`src/rtl/pipeline_hazard_ctrl.sv`:
```
// Pipeline hazard control for the 5-stage core. It handles load-use stalls, taken-branch flushes
// and data-memory waits, and keeps saturating stall and flush statistics.
//
// state     | meaning
// RUN       | normal issue; hazards are resolved here
// FLUSH     | IF/ID cleared for the remaining cycles after a taken branch
// MEM_WAIT  | pipeline frozen until data memory releases, plus one release cycle
module pipeline_hazard_ctrl #(
  parameter int REG_W        = 4,
  parameter int FLUSH_CYCLES = 1,
  parameter int CNT_W        = 16
) (
  input  logic             clk,
  input  logic             reset,
  input  logic [REG_W-1:0] id_rn,
  input  logic [REG_W-1:0] id_rm,
  input  logic             id_rn_used,
  input  logic             id_rm_used,
  input  logic [REG_W-1:0] ex_rd,
  input  logic             ex_load,
  input  logic             branch_taken,
  input  logic             mem_busy,
  input  logic             clear_stats,
  output logic             pc_enable,
  output logic             if_id_enable,
  output logic             if_id_flush,
  output logic             id_ex_enable,
  output logic             id_ex_bubble,
  output logic [1:0]       state,
  output logic [CNT_W-1:0] stall_cycles,
  output logic [CNT_W-1:0] flush_count
);

  localparam logic [1:0] ST_RUN      = 2'd0;
  localparam logic [1:0] ST_FLUSH    = 2'd1;
  localparam logic [1:0] ST_MEM_WAIT = 2'd2;
  localparam logic [3:0] FLUSH_INIT  = 4'(FLUSH_CYCLES - 1);
  localparam logic [CNT_W-1:0] CNT_MAX = {CNT_W{1'b1}};

  logic [1:0] state_q, state_d;
  logic [3:0] fcnt_q, fcnt_d;
  logic       load_use;
  logic       flush_evt;

  assign load_use = ex_load & ((id_rn_used & (id_rn == ex_rd)) |
                               (id_rm_used & (id_rm == ex_rd)));
  assign state = state_q;

  always_comb begin
    pc_enable    = 1'b1;
    if_id_enable = 1'b1;
    if_id_flush  = 1'b0;
    id_ex_enable = 1'b1;
    id_ex_bubble = 1'b0;
    state_d      = state_q;
    fcnt_d       = fcnt_q;
    flush_evt    = 1'b0;
    case (state_q)
      ST_RUN: begin
        if (branch_taken) begin
          if_id_flush  = 1'b1;
          id_ex_bubble = 1'b1;
          flush_evt    = 1'b1;
          if (FLUSH_CYCLES > 1) begin
            state_d = ST_FLUSH;
            fcnt_d  = FLUSH_INIT;
          end
        end else if (mem_busy) begin
          pc_enable    = 1'b0;
          if_id_enable = 1'b0;
          id_ex_enable = 1'b0;
          state_d      = ST_MEM_WAIT;
        end else if (load_use) begin
          pc_enable    = 1'b0;
          if_id_enable = 1'b0;
          id_ex_bubble = 1'b1;
        end
      end
      ST_FLUSH: begin
        if_id_flush  = 1'b1;
        id_ex_bubble = 1'b1;
        fcnt_d       = fcnt_q - 4'd1;
        if (fcnt_q <= 4'd1) state_d = ST_RUN;
      end
      ST_MEM_WAIT: begin
        // The release cycle stays frozen; EX re-presents any branch once back in RUN.
        pc_enable    = 1'b0;
        if_id_enable = 1'b0;
        id_ex_enable = 1'b0;
        if (!mem_busy) state_d = ST_RUN;
      end
      default: state_d = ST_RUN;
    endcase
    if (reset) begin
      pc_enable    = 1'b1;
      if_id_enable = 1'b1;
      if_id_flush  = 1'b0;
      id_ex_enable = 1'b1;
      id_ex_bubble = 1'b0;
      flush_evt    = 1'b0;
    end
  end

  always_ff @(posedge clk) begin
    if (reset) begin
      state_q      <= ST_RUN;
      fcnt_q       <= 4'd0;
      stall_cycles <= '0;
      flush_count  <= '0;
    end else begin
      state_q <= state_d;
      fcnt_q  <= fcnt_d;
      if (clear_stats) begin
        stall_cycles <= '0;
        flush_count  <= '0;
      end else begin
        if (!pc_enable && stall_cycles != CNT_MAX) stall_cycles <= stall_cycles + CNT_W'(1);
        if (flush_evt && flush_count != CNT_MAX) flush_count <= flush_count + CNT_W'(1);
      end
    end
  end

endmodule
```
`config.mk`:
```
export PLATFORM = sky130hd
export DESIGN_NAME = pipeline_hazard_ctrl
export DESIGN_NICKNAME = d
export VERILOG_FILES = /design/src/rtl/pipeline_hazard_ctrl.sv
export SDC_FILE = /design/constraint.sdc
export NUM_CORES = 1
export LEC_CHECK = 0
export CAP_MARGIN = 10
export CELL_PAD_IN_SITES_DETAIL_PLACEMENT = 0
export CELL_PAD_IN_SITES_GLOBAL_PLACEMENT = 1
export CORE_ASPECT_RATIO = 1.75
export CORE_UTILIZATION = 29
export CTS_CLUSTER_DIAMETER = 100
export CTS_CLUSTER_SIZE = 12
export DETAILED_ROUTE_END_ITERATION = 12
export GPL_TIMING_DRIVEN = 0
export PLACE_DENSITY = 0.87
export SYNTH_ARGS = -nofsm -noshare
export SYNTH_HDL_FRONTEND = slang
export SYNTH_SLANG_ARGS = --single-unit
```
`constraint.sdc`:
```
create_clock -name clk -period 1.66 [get_ports clk]
set_clock_uncertainty 0.05 [all_clocks]
set_input_delay 0.166 -clock clk [delete_from_list [all_inputs] [get_ports clk]]
set_output_delay 0.166 -clock clk [all_outputs]
set_load 0.02 [all_outputs]
```
==> summary.md <==
• 33 — Sink Count
• 51.7% — final design utilization
• -0.327 ns — setup TNS after final layout
• 2 — number of buffers on the longest clock path
• 4 — number of optimization iterations in the first detailed-route pass
• 0 — initial antenna violation count
• 1.10 nW — LEAKAGE
• 11 — maximum number of pins on one net before global-route repair
• dfxtp_1 — commonest register cell after synthesis
• 16.2% — Global Route met1 Usage
• 37.9% — fraction of post-synthesis cell area in the top cell type by area
• 13.2 microns — post-detailed-route wirelength per cell
• 0.07 ns — Reg clk slew, reported paths
• 1.76 ns — required time reported for the critical path endpoint
• 59 — IO Pins
• 1290 sq um — Multi-input gate area
• 4990 microns — overall routed net length
• stall_cycles[13]$_SDFFE_PP0P_ — r2r endpoint
• 0 — Max Transition Viols Final
• 4.98 — number of vias per cell
• 36 — starting DRC count in detailed routing
• 208 — post-synthesis instance total
• 1.72 ns — post-layout min period
• 7690 microns — global-route wire length before repair
• 33 — number of synthesized register bits
• 582 MHz — fmax
• input pin to flip-flop — class of the worst hold path
• 0 — overall overflow remaining after global route
• 0 — Detail Route Antenna Nets
• 1.59 mW — total power
• 0 — post-route DRC violation count
• 8 — R2R cell count
• 5 — cts bufs inserted
• 712 sq um — storage element area
• 322 — number of nets in the final layout
• 1740 sq um — Post-Syn Area
• 66.5% — headroom to the max-slew limit
• -0.750 ns — pre-CTS WS
• 103% — final worst path period share
• 1887 — total number of vias
• 40 — library cells used by synthesis
• 0 — total number of yosys warnings
• true — setup repair after global routing missed its margin
• 0% — Synth async-reset ratio
• 27.6% — met2 track demand over resource
• 105 microns — Die Height
• 37 — FP Rows
• 6 — highest fanout seen on the critical path
• dfxtp_1, nand3_1, xnor2_1, xor2_1, nor2_1 — largest cells by area after synthesis
• complete, but fails checks — run status
• 0 — number of enable flip-flop cells after synthesis
• 3.47% — met3 global-route usage
• -0.0569 ns — final worst-path setup slack
• negative setup slack — violations in the final reports
• 3320 microns — HPWL after detailed placement
• 1.82 ns — data arrival time of the critical path
• 37.9% — sequential-to-total area share from yosys stat
• flip-flop — nature of the critical path startpoint
• 2 — Hold Path Cell Cnt
• flip-flop to flip-flop — classification of the worst setup path
• dfxtp_1 — dominant cell by count in the synthesized netlist
• 230 — total nets after synthesis
• 5830 sq um — area of the core region
• 57 — number of I/O port buffers
• stall_cycles[0]$_SDFFE_PP0P_ — reg-to-reg startpoint
• 0 — ANT cells
• 0 — number of hold-repair buffers added at the cts stage
• -0.06 ns — setup slack of the most critical reg-to-reg path
• 0.114 ns — Fin Hold WS
• 72.8% — Area Growth Syn to Fin
• 2 — H-tree levels
• flip-flop — kind of end point of the critical path
• 1739 — vias in the first global route
• 555 — filler cell count in the final layout
• 29.9% — initial standard-cell utilization of the core
• met2 — Most Used Layer, Global Route
• 12 — Setup Viol. Count Final
• 0.503 ns — worst slew pin tran
• 42.5% — share of post-route cells with drive strength above 1
• 0.774 — Final GP Congestion
• 6340 sq um — die footprint
• 0.287 mV — peak supply drop
• 0.29 ns — clock insertion delay at the later pin of the skew report
• 15.7% — All-Layer GR Usage
• 528 nW/um^2 — power density normalized to cell area
• 60.6 microns — horizontal die dimension
• 8.39 sq um — mean area per synthesized cell
• dfxtp_1, nor2_1, nand3_1 — top post-synthesis cells by count
• state[1]$_SDFFE_PP0P_ — hold path endpoint
• reset — min-delay src
• 0 — number of maximum-capacitance constraint violations
• 0 — final-report hold violation count
• clkbuf_8 — Clock Tree Root
• dfxtp_1 — dominant cell type by area after synthesis
• built — clock tree from TritonCTS
## worst max-delay path, stage by stage (launching register included)
cell and delay (ns):
dfxtp_4 0.36, ha_4 0.15, nand2_4 0.06, nor4_4 0.26, nand3_2 0.20, o21ai_4 0.17
buf_4 0.18, or3_1 0.11, a21oi_1 0.06
## registers in the layout (all words and copies together) (netlist names)
register	flops
flush_count	16
stall_cycles	16
state	1
## cells by family after synthesis
family | Yosys count | synth area share [%]
AO/OA/AOI/OAI | 37 | 13.5
XOR/XNOR | 25 | 13.8
adder cells (fa/ha/maj) | 2 | 1.43
buffers and inverters | 10 | 2.73
flip-flops | 33 | 37.9
other | 1 | 0.215
AND/OR/NAND/NOR | 100 | 30.4
## layout make-up
| cell class | count | area share, % |
|---|---|---|
| Inverter | 4 | 0.498 |
| Tap cell | 78 | 3.24 |
| Multi-Input combinational cell | 165 | 42.8 |
| Clock buffer | 6 | 2.41 |
| Clock inverter | 2 | 0.332 |
| Timing Repair Buffer | 85 | 25.8 |
| Buffer | 6 | 1.29 |
| Sequential cell | 33 | 23.6 |
## routing by layer
metal / routed length [microns] / vias to the layer above
met4: 159 / 0
met5: 0 / -
met1: 1800 / 885
met2: 2830 / 65
li1: - / 922
met3: 201 / 15
## cells in the final DEF, fill, tap and decap left out, drive strengths merged, types with 6 or more instances in the layout
cell type,synthesis,final
buf,4,39
clkdlybuf4s50,0,33
dfxtp,33,33
nor2,22,22
nand3,21,21
nand2,18,18
o21ai,15,15
xnor2,14,14
a21oi,13,13
xor2,11,11
or3,9,9
clkbuf,2,9
dlygate4sd2,0,8
clkdlybuf4s15,0,6
nor3,6,6
## through the flow
step	std cells	area (sq um)
after floorplan	208	1820
final	379	3010
after CTS	365	2790
after detailed placement	343	2490
after global routing	379	3010
after global placement	343	2490
## report_power, final
part | switching [mW] | internal, mW
registers | 0.00558 | 0.780
clock network | 0.299 | 0.290
logic | 0.109 | 0.109
total | 0.413 | 1.18
## timing repair
action	CTS	global route
hold endpoints to repair	0	0
resized for setup	78	55
endpoints found under the setup margin	35	33
cloned	1	0
buffers inserted	13	14
pin swaps	30	28
## how the worst max path moves through the flow
stage | startpoint | endpoint | slack, ns
after floorplan | stall_cycles[10]$_SDFFE_PP0P_ | stall_cycles[0]$_SDFFE_PP0P_ | -0.03
after detailed placement | reset | pc_enable | -0.75
final | stall_cycles[0]$_SDFFE_PP0P_ | stall_cycles[13]$_SDFFE_PP0P_ | -0.06
after CTS | stall_cycles[0]$_SDFFE_PP0P_ | stall_cycles[0]$_SDFFE_PP0P_ | -0.005
after global placement | reset | pc_enable | -0.72
after global routing | stall_cycles[0]$_SDFFE_PP0P_ | stall_cycles[13]$_SDFFE_PP0P_ | -0.14
Power figures use the tool's default switching activity.
